$ cat src/rtl/up_counter_mod_load.sv
// Modulo-MOD up counter with parallel load, count enable, synchronous clear,
// combinational terminal count, registered wrap pulse and a sticky load-error flag.
module up_counter_mod_load #(
    parameter int WIDTH = 3,
    parameter int MOD   = 8
) (
    input  logic             clk,
    input  logic             reset,
    input  logic             clear,
    input  logic             load,
    input  logic [WIDTH-1:0] load_val,
    input  logic             en,
    output logic [WIDTH-1:0] q,
    output logic             tc,
    output logic             wrap,
    output logic             load_err
);

    localparam logic [WIDTH:0]   MOD_EXT = (WIDTH + 1)'(MOD);
    localparam logic [WIDTH-1:0] LAST    = WIDTH'(MOD - 1);

    logic [WIDTH-1:0] count_q, count_d;
    logic             wrap_q, wrap_d;
    logic             err_q, err_d;

    // Priority: clear > load > en > hold.
    always_comb begin
        // NOTE: every signal gets a default before the branches, so no path leaves it unassigned and no latch is inferred.
        count_d = count_q;
        wrap_d  = 1'b0;
        err_d   = err_q;
        if (clear) begin
            count_d = '0;
            err_d   = 1'b0;
        end else if (load) begin
            // Zero-extended compare keeps MOD == 2**WIDTH representable.
            if ({1'b0, load_val} < MOD_EXT) begin
                count_d = load_val;
            end else begin
                count_d = '0;
                err_d   = 1'b1;
            end
        end else if (en) begin
            if (count_q == LAST) begin
                count_d = '0;
                wrap_d  = 1'b1;
            end else begin
                count_d = count_q + 1'b1;
            end
        end
    end

    always_ff @(posedge clk or posedge reset) begin
        // NOTE: state registers use non-blocking assignments so all flops update together at the edge.
        if (reset) begin
            count_q <= '0;
            wrap_q  <= 1'b0;
            err_q   <= 1'b0;
        end else begin
            count_q <= count_d;
            wrap_q  <= wrap_d;
            err_q   <= err_d;
        end
    end

    assign q        = count_q;
    assign tc       = en & (count_q == LAST);
    assign wrap     = wrap_q;
    assign load_err = err_q;

endmodule
$ cat config.mk
export PLATFORM = sky130hd
export DESIGN_NAME = up_counter_mod_load
export DESIGN_NICKNAME = d
export VERILOG_FILES = /design/src/rtl/up_counter_mod_load.sv
export SDC_FILE = /design/constraint.sdc
export NUM_CORES = 1
export LEC_CHECK = 0
export ABC_AREA = 1
export ABC_CLOCK_PERIOD_IN_PS = 1500
export BUFFER_PORTS_ARGS = -buffer_cell sky130_fd_sc_hd__buf_2
export CAP_MARGIN = 20
export CORE_AREA = 2 2 39 41
export DETAILED_ROUTE_END_ITERATION = 7
export DIE_AREA = 0 0 41 43
export HOLD_SLACK_MARGIN = 0.02
export PLACE_DENSITY = 0.42
export SKIP_CTS_REPAIR_TIMING = 1
export SLEW_MARGIN = 40
export SYNTH_ARGS = -nofsm -noshare
export SYNTH_HDL_FRONTEND = slang
export SYNTH_SLANG_ARGS = --single-unit
$ cat constraint.sdc
create_clock -name clk -period 1.5 [get_ports clk]
set_input_delay 0.225 -clock clk [delete_from_list [all_inputs] [get_ports clk]]
set_output_delay 0.225 -clock clk [all_outputs]
set_load 0.02 [all_outputs]
### Word level (Yosys, flattened, before mapping)

Cells that the tools add are included.

| operators by class | value |
|---|---|
| $add $sub $neg | 1 |
| bitwise gates (word level) | 1 |
| equal/unequal tests | 1 |
| multiplexer cells | 8 |
| reductions and logical operators | 1 |

Operator list:

| cell | number |
|---|---|
| 2-to-1 mux 3 bit | 4 |
| 2-to-1 mux 1 bit | 4 |
| adder 3 x 1 -> 3 bit, second input constant | 1 |
| equality test 3 bit, second input constant | 1 |
| nonzero test 3 bit | 1 |
| bitwise AND 1 bit | 1 |

| storage, ports and cells | value |
|---|---|
| register bits | 4 |
| input bits | 8 |
| output and inout bits | 6 |

### Depth between registers and ports, before layout

Gate-level depths: netlist of run 1.

| logic depth | value |
|---|---|
| word-level depth | 5 |
| gate-level depth with buffers | 7 |
| depth with buffers taken out | 7 |

### Worst setup path after synthesis of run 1

No wires, ideal clock.

| timing path | value |
|---|---|
| path type | register to output |
| start | reg count_q[0] (netlist: q[0]) |
| end | out tc |
| cell stages (with the launch flop) | 5 |
| path slack | 0.238 ns |
| arrival time | 1.037 ns |
| path through | dfrtp_1 -> ha_1 -> ha_1 -> nand2_1 -> inv_1 |

| on the way | value |
|---|---|
| cells in the longest elaborated chain, start to end | 2 |

RTL lines:

| what | line | source |
|---|---|---|
| start: declaration | 22 | `logic [WIDTH-1:0] count_q, count_d;` |
| start signal: assignment | 60 | `count_q <= count_d;` |
| equality test 3 bit | 67 | `assign tc = en & (count_q == LAST);` |
| bitwise AND 1 bit | 67 |  |
| end: declaration | 14 | `output logic tc,` |

Every way passes these cells.

### Worst setup path in the final report of run 1

Ends and elaborated chain as after synthesis.

==> results_dict.tcl, run 1 <==
set metrics [dict create \
    cap_violations 0 \
    ys_types 11 \
    clkLatencyLatePin_ps 230 \
    cp.arrival_ps 1210 \
    cpLargestDelayFamily "flip-flops" \
    cpPeakStageDelay_ps 390 \
    die_w_um 41 \
    hold_class "in -> reg" \
    grt_pass1_wl_um 876 \
    syn_inst 35 \
    rr_worst_depth 6 \
    multi_input_area_um2 153 \
    fin_area_um2 413 \
    area_delta_synth_final_pct 60.2 \
    clock.fmax_mhz 697 \
    setup_violations 0 \
    drt_wl_total_um 651 \
    synth_edf_count 0 \
    ir_worst_vdd_mv 0.542 \
    pre_cts_slack_ps 221 \
    clk_pin_slew_ps 40 \
    avgSynthCellArea_um2 7.36 \
    cts_made_buffers 3 \
    crit_cells 5 \
    status "completed" \
    fin_cells 70 \
    grt_overflow_total 0 \
    coreArea_um2 1380 \
    crit_buf_inv 2 \
    synth_seq_cells 4 \
    hpwl_um 485 \
    cp_slowest_cell "dfrtp_1" \
    dieArea_um2 1760 \
    seq_area_frac_synth_pct 38.8 \
    cts_sinks 4 \
    layout_setup_ws_ps 65.9 \
    ant_nets 0 \
    worstSetupStartpointType "register" \
    power_density_nw_per_um2 799 \
    grt_pass1_vias 224 \
    synth_flop_cell "dfrtp_1" \
    viasPerCell 3.84 \
    place_area_um2 330 \
    yosys-top-cells-area "dfrtp_1 39%, nand2_1 28%, ha_1 9.7%, a21oi_4 6.3%, inv_1 4.4%" \
    synthesis.nets 45 \
    globalRouteTotalUtil_pct 7.95 \
    synth.most_common_cell "nand2_1" \
    syn_area_um2 258 \
    place.gp.congestion 0.634 \
    io_buffer_count 12 \
    cts_tree "built" \
    root_buffer "clkbuf_4" \
    min_period_ps 1430 \
    placed_cells 62 \
    nFillCells 165 \
    ys_warn_count 0 \
    rows 14 \
    synth_top_area_share_pct 38.8 \
    nNetsFinal 66 \
    cp.required_ps 1270 \
    drc 0 \
    yosysTopAreaCell "dfrtp_1" \
    die_h_um 43 \
    initial_core_util_pct 18.6 \
    regArea_um2 100 \
    cts_buffer_depth 2 \
    antenna_cells 0 \
    p_leak_uw 0.000250 \
    antenna_found_initial 0 \
    crit_fanout 3 \
    finalClockSkew_ps 4.22 \
    firstDrtPassIters 3 \
    routedWlPerCell_um 9.30 \
    maxSlewViolCount 0 \
    fin_crit_sh_pct 95.6 \
    drtIter0Drc 4 \
    hold_violations 0 \
    min_path_cells 2 \
    synth.cells.most_frequent "19 x nand2_1, 4 x dfrtp_1, 3 x inv_1, 2 x ha_1" \
    grt_max_degree 7 \
    path_cells "ha_2 > ha_4 > nand2_2 > inv_1 > buf_4" \
    drive_gt1_share_pct 46.3 \
    utilization_pct 29.8 \
    endpoint_kind "primary output" \
    holdWs_ps 230 \
    ios 14 \
    path_class "reg -> out" \
    htreeDepth 1 \
    dr_total_vias 269 \
    ys_async_sr_fraction_pct 100 \
]
[through the flow]
step / power [uW] / setup TNS, ps
floorplan: 158 / 0
global placement: 182 / 0
detailed placement: 182 / 0
CTS: 320 / -36.8
global route: 356 / -6.47
finish: 330 / 0
[logic make-up (layout without fill, tap and decap cells)]
group	after synthesis	count (layout)	synth area share [%]
and+or+nand+nor	22	22	34.9
buffers and inverters	5	24	8.74
DFF	4	4	38.8
adders and majority gates	2	2	9.71
other	1	1	1.45
AOI/OAI and AO/OA	1	1	6.31
[worst paths after layout]
kind                              to  slack (ps)  startpoint
worst max-delay path              tc          70        q[0]
worst min-delay path            wrap         230       clear
worst max register to register  q[2]         380        q[0]
worst min register to register  q[2]         590        q[2]
max in group asynchronous       q[1]         910       reset
min in group asynchronous       q[0]         420       reset
[sequential cells by signal (all words and copies together) (netlist names)]
name / cells
q: 3
wrap: 1
[metal layers]
metal  GRT usage, %  vias up  wire, um
li1               -      143         -
met1           10.0      118       306
met2           9.38        8       299
met3           9.42        0        45
met4              0        0         0
met5              0        -         0
[worst register-to-register path, cell delays in order (launching register included)]
cell and delay (ps):
dfrtp_1 390, ha_2 200, ha_4 260, nand2_1 40
nand2_1 50, nand2_1 50, nand2_1 60
[where the power goes]
group	internal [uW]	total [uW]	switching [uW]
logic	36.0	78.2	42.2
registers	115	121	5.93
clock network	89.3	131	41.8
total	240	330	89.9
[cells in the final DEF (no fill, tap or decap)]
cell,instances
dfrtp_1,4
dlygate4sd3_1,1
clkbuf_4,3
nor2_1,1
nand2_2,1
a21oi_4,1
buf_2,11
inv_1,3
nor3_1,1
inv_2,1
ha_4,1
ha_2,1
nor3_2,1
conb_1,1
buf_4,5
nand2_1,18
[layout make-up]
type | instances | area share, %
well taps | 16 | 4.85
repair buffers | 17 | 24.8
clock buffers | 3 | 5.45
multi-input cells | 26 | 37.0
flip-flops and latches | 4 | 24.2
inverters | 4 | 3.64
(Power assumes the default switching activity.)
==> run 2, diff against run 1 <==
ABC_CLOCK_PERIOD_IN_PS = 1600   (was 1500)
PLACE_DENSITY = unset   (was 0.42)
PLACE_DENSITY_LB_ADDON = 0.08   (was unset)
clock period = 1.6 ns   (was 1.5 ns; I/O delays follow)
==> results_dict.tcl, run 2 (synthesized netlist as in run 1, its figures left out) <==
set metrics [dict create \
    status "completed" \
    nFillCells 160 \
    hp-start "clear" \
    area_delta_synth_final_pct 45.6 \
    layout_common_cells "18 x nand2_1, 12 x buf_2, 4 x dfrtp_1" \
    use_met1_pct 8.44 \
    layout_commonest_cell "nand2_1" \
    cts_made_buffers 3 \
    globalRouteTotalUtil_pct 8.26 \
    nNetsFinal 63 \
    utilization_pct 27.1 \
    grt_pass1_vias 231 \
    routedWlPerCell_um 8.55 \
    ios 14 \
    min_period_ps 1510 \
    clock.fmax_mhz 663 \
    hold_violations 0 \
    p_sw_uw 78.8 \
    hpwl_um 484 \
    pwr-share-clk_pct 41.3 \
    cts_sinks 4 \
    dr_total_vias 262 \
    rsz0062_at_grt "no" \
    clk_pin_slew_ps 40 \
    grtUsageMet2_pct 10.6 \
    drive_gt1_share_pct 41.2 \
    cp.required_ps 1360 \
    hold_class "in -> reg" \
    worstSetupStartpointType "register" \
    crit_buf_inv 2 \
    drtIter0Drc 2 \
    cap_violations 0 \
    cts_tree "built" \
    layout_setup_ws_ps 91.3 \
    root_buffer "clkbuf_4" \
    rrSetupSlack_ps 420 \
    finalClockSkew_ps 4.47 \
    clkLatencyLatePin_ps 230 \
    maxSlewViolCount 0 \
    p_leak_uw 0.000236 \
    ant_nets 0 \
    cpLargestDelayFamily "flip-flops" \
    placed_cells 62 \
    top_usage_layer "met2" \
    intPower_uw 216 \
    die_w_um 41 \
    dieArea_um2 1760 \
    crit-reg2reg-launch "q[0]" \
    pre_cts_slack_ps 295 \
    path_cells "ha_1 > ha_2 > nand2_2 > inv_1 > buf_2" \
    pwr-share-comb_pct 20.4 \
    cpPeakStageDelay_ps 400 \
    setup_violations 0 \
    drt_wl_total_um 573 \
    cts_buffer_depth 2 \
    grt_max_degree 7 \
    die_h_um 43 \
    min_path_cells 2 \
    cp_slowest_cell "dfrtp_1" \
    rows 14 \
    htreeDepth 1 \
    initial_core_util_pct 18.6 \
    ir_worst_vdd_mv 0.474 \
    largest_reg_flops 3 \
    io_buffer_count 12 \
    viasPerCell 3.91 \
    tns_ps 0 \
    path_class "reg -> out" \
    switching_share_pct 26.7 \
    firstDrtPassIters 4 \
    coreArea_um2 1380 \
    power_density_nw_per_um2 786 \
    grt_overflow_total 0 \
    drc 0 \
    regToRegEndpoint "q[2]" \
    grt_pass1_wl_um 876 \
    antenna_cells 0 \
    cp.arrival_ps 1270 \
    seqPwrFrac_pct 38.2 \
    hold_end "wrap" \
    fin_crit_sh_pct 94.3 \
    fin_cells 67 \
    holdWs_ps 245 \
    crit_fanout 4 \
    rr_worst_depth 6 \
    place.gp.congestion 0.721 \
    endpoint_kind "primary output" \
    met3_usage_pct 8.38 \
    antenna_found_initial 0 \
]
[run 2: cell types whose count changed in the layout (fill, tap and decap cells not counted), sizes merged]
cell | previous run | this run
buf | 16 | 13
[run 2: worst max-delay path by stage]
stage | from | end | slack (ps) | depth (start not counted)
6_report | q[0] | tc | 90 | 5
5_1_grt | q[0] | tc | 30 | 5
4_1_cts | q[0] | tc | 40 | 5
3_5_place_dp | q[0] | tc | 290 | 5
3_3_place_gp | q[0] | tc | 310 | 5
2_1_floorplan | q[0] | tc | 320 | 4
[run 2: through the flow]
step | area (um2) | total power, uW
after CTS | 353 | 299
final | 375 | 295
after floorplan | 258 | 148
after detailed placement | 330 | 171
after global placement | 330 | 170
after global routing | 375 | 324
[run 2: power by group through the flow]
stage	logic (uW)	registers, uW	clock network, uW
after floorplan	27.6	120	0
after global placement	56.1	114	0
after detailed placement	56.3	114	0
after CTS	56.4	113	130
after global routing	68.4	114	142
final	60.3	113	122
[run 2: area by class of cell]
type | instances | area, um2 | area share [%]
Multi-Input combinational cell | 26 | 140 | 37.3
Clock buffer | 3 | 22.5 | 6.00
Inverter | 4 | 15.0 | 4.00
Sequential cell | 4 | 100 | 26.7
Tap cell | 16 | 20.0 | 5.33
Timing Repair Buffer | 14 | 77.6 | 20.7
[run 2: layer usage]
layer	share of wire (%)	wire length, um	up-vias
met4	0	0	0
met5	0	0	-
met1	44	253	114
li1	-	-	135
met3	13	73	0
met2	43	246	13
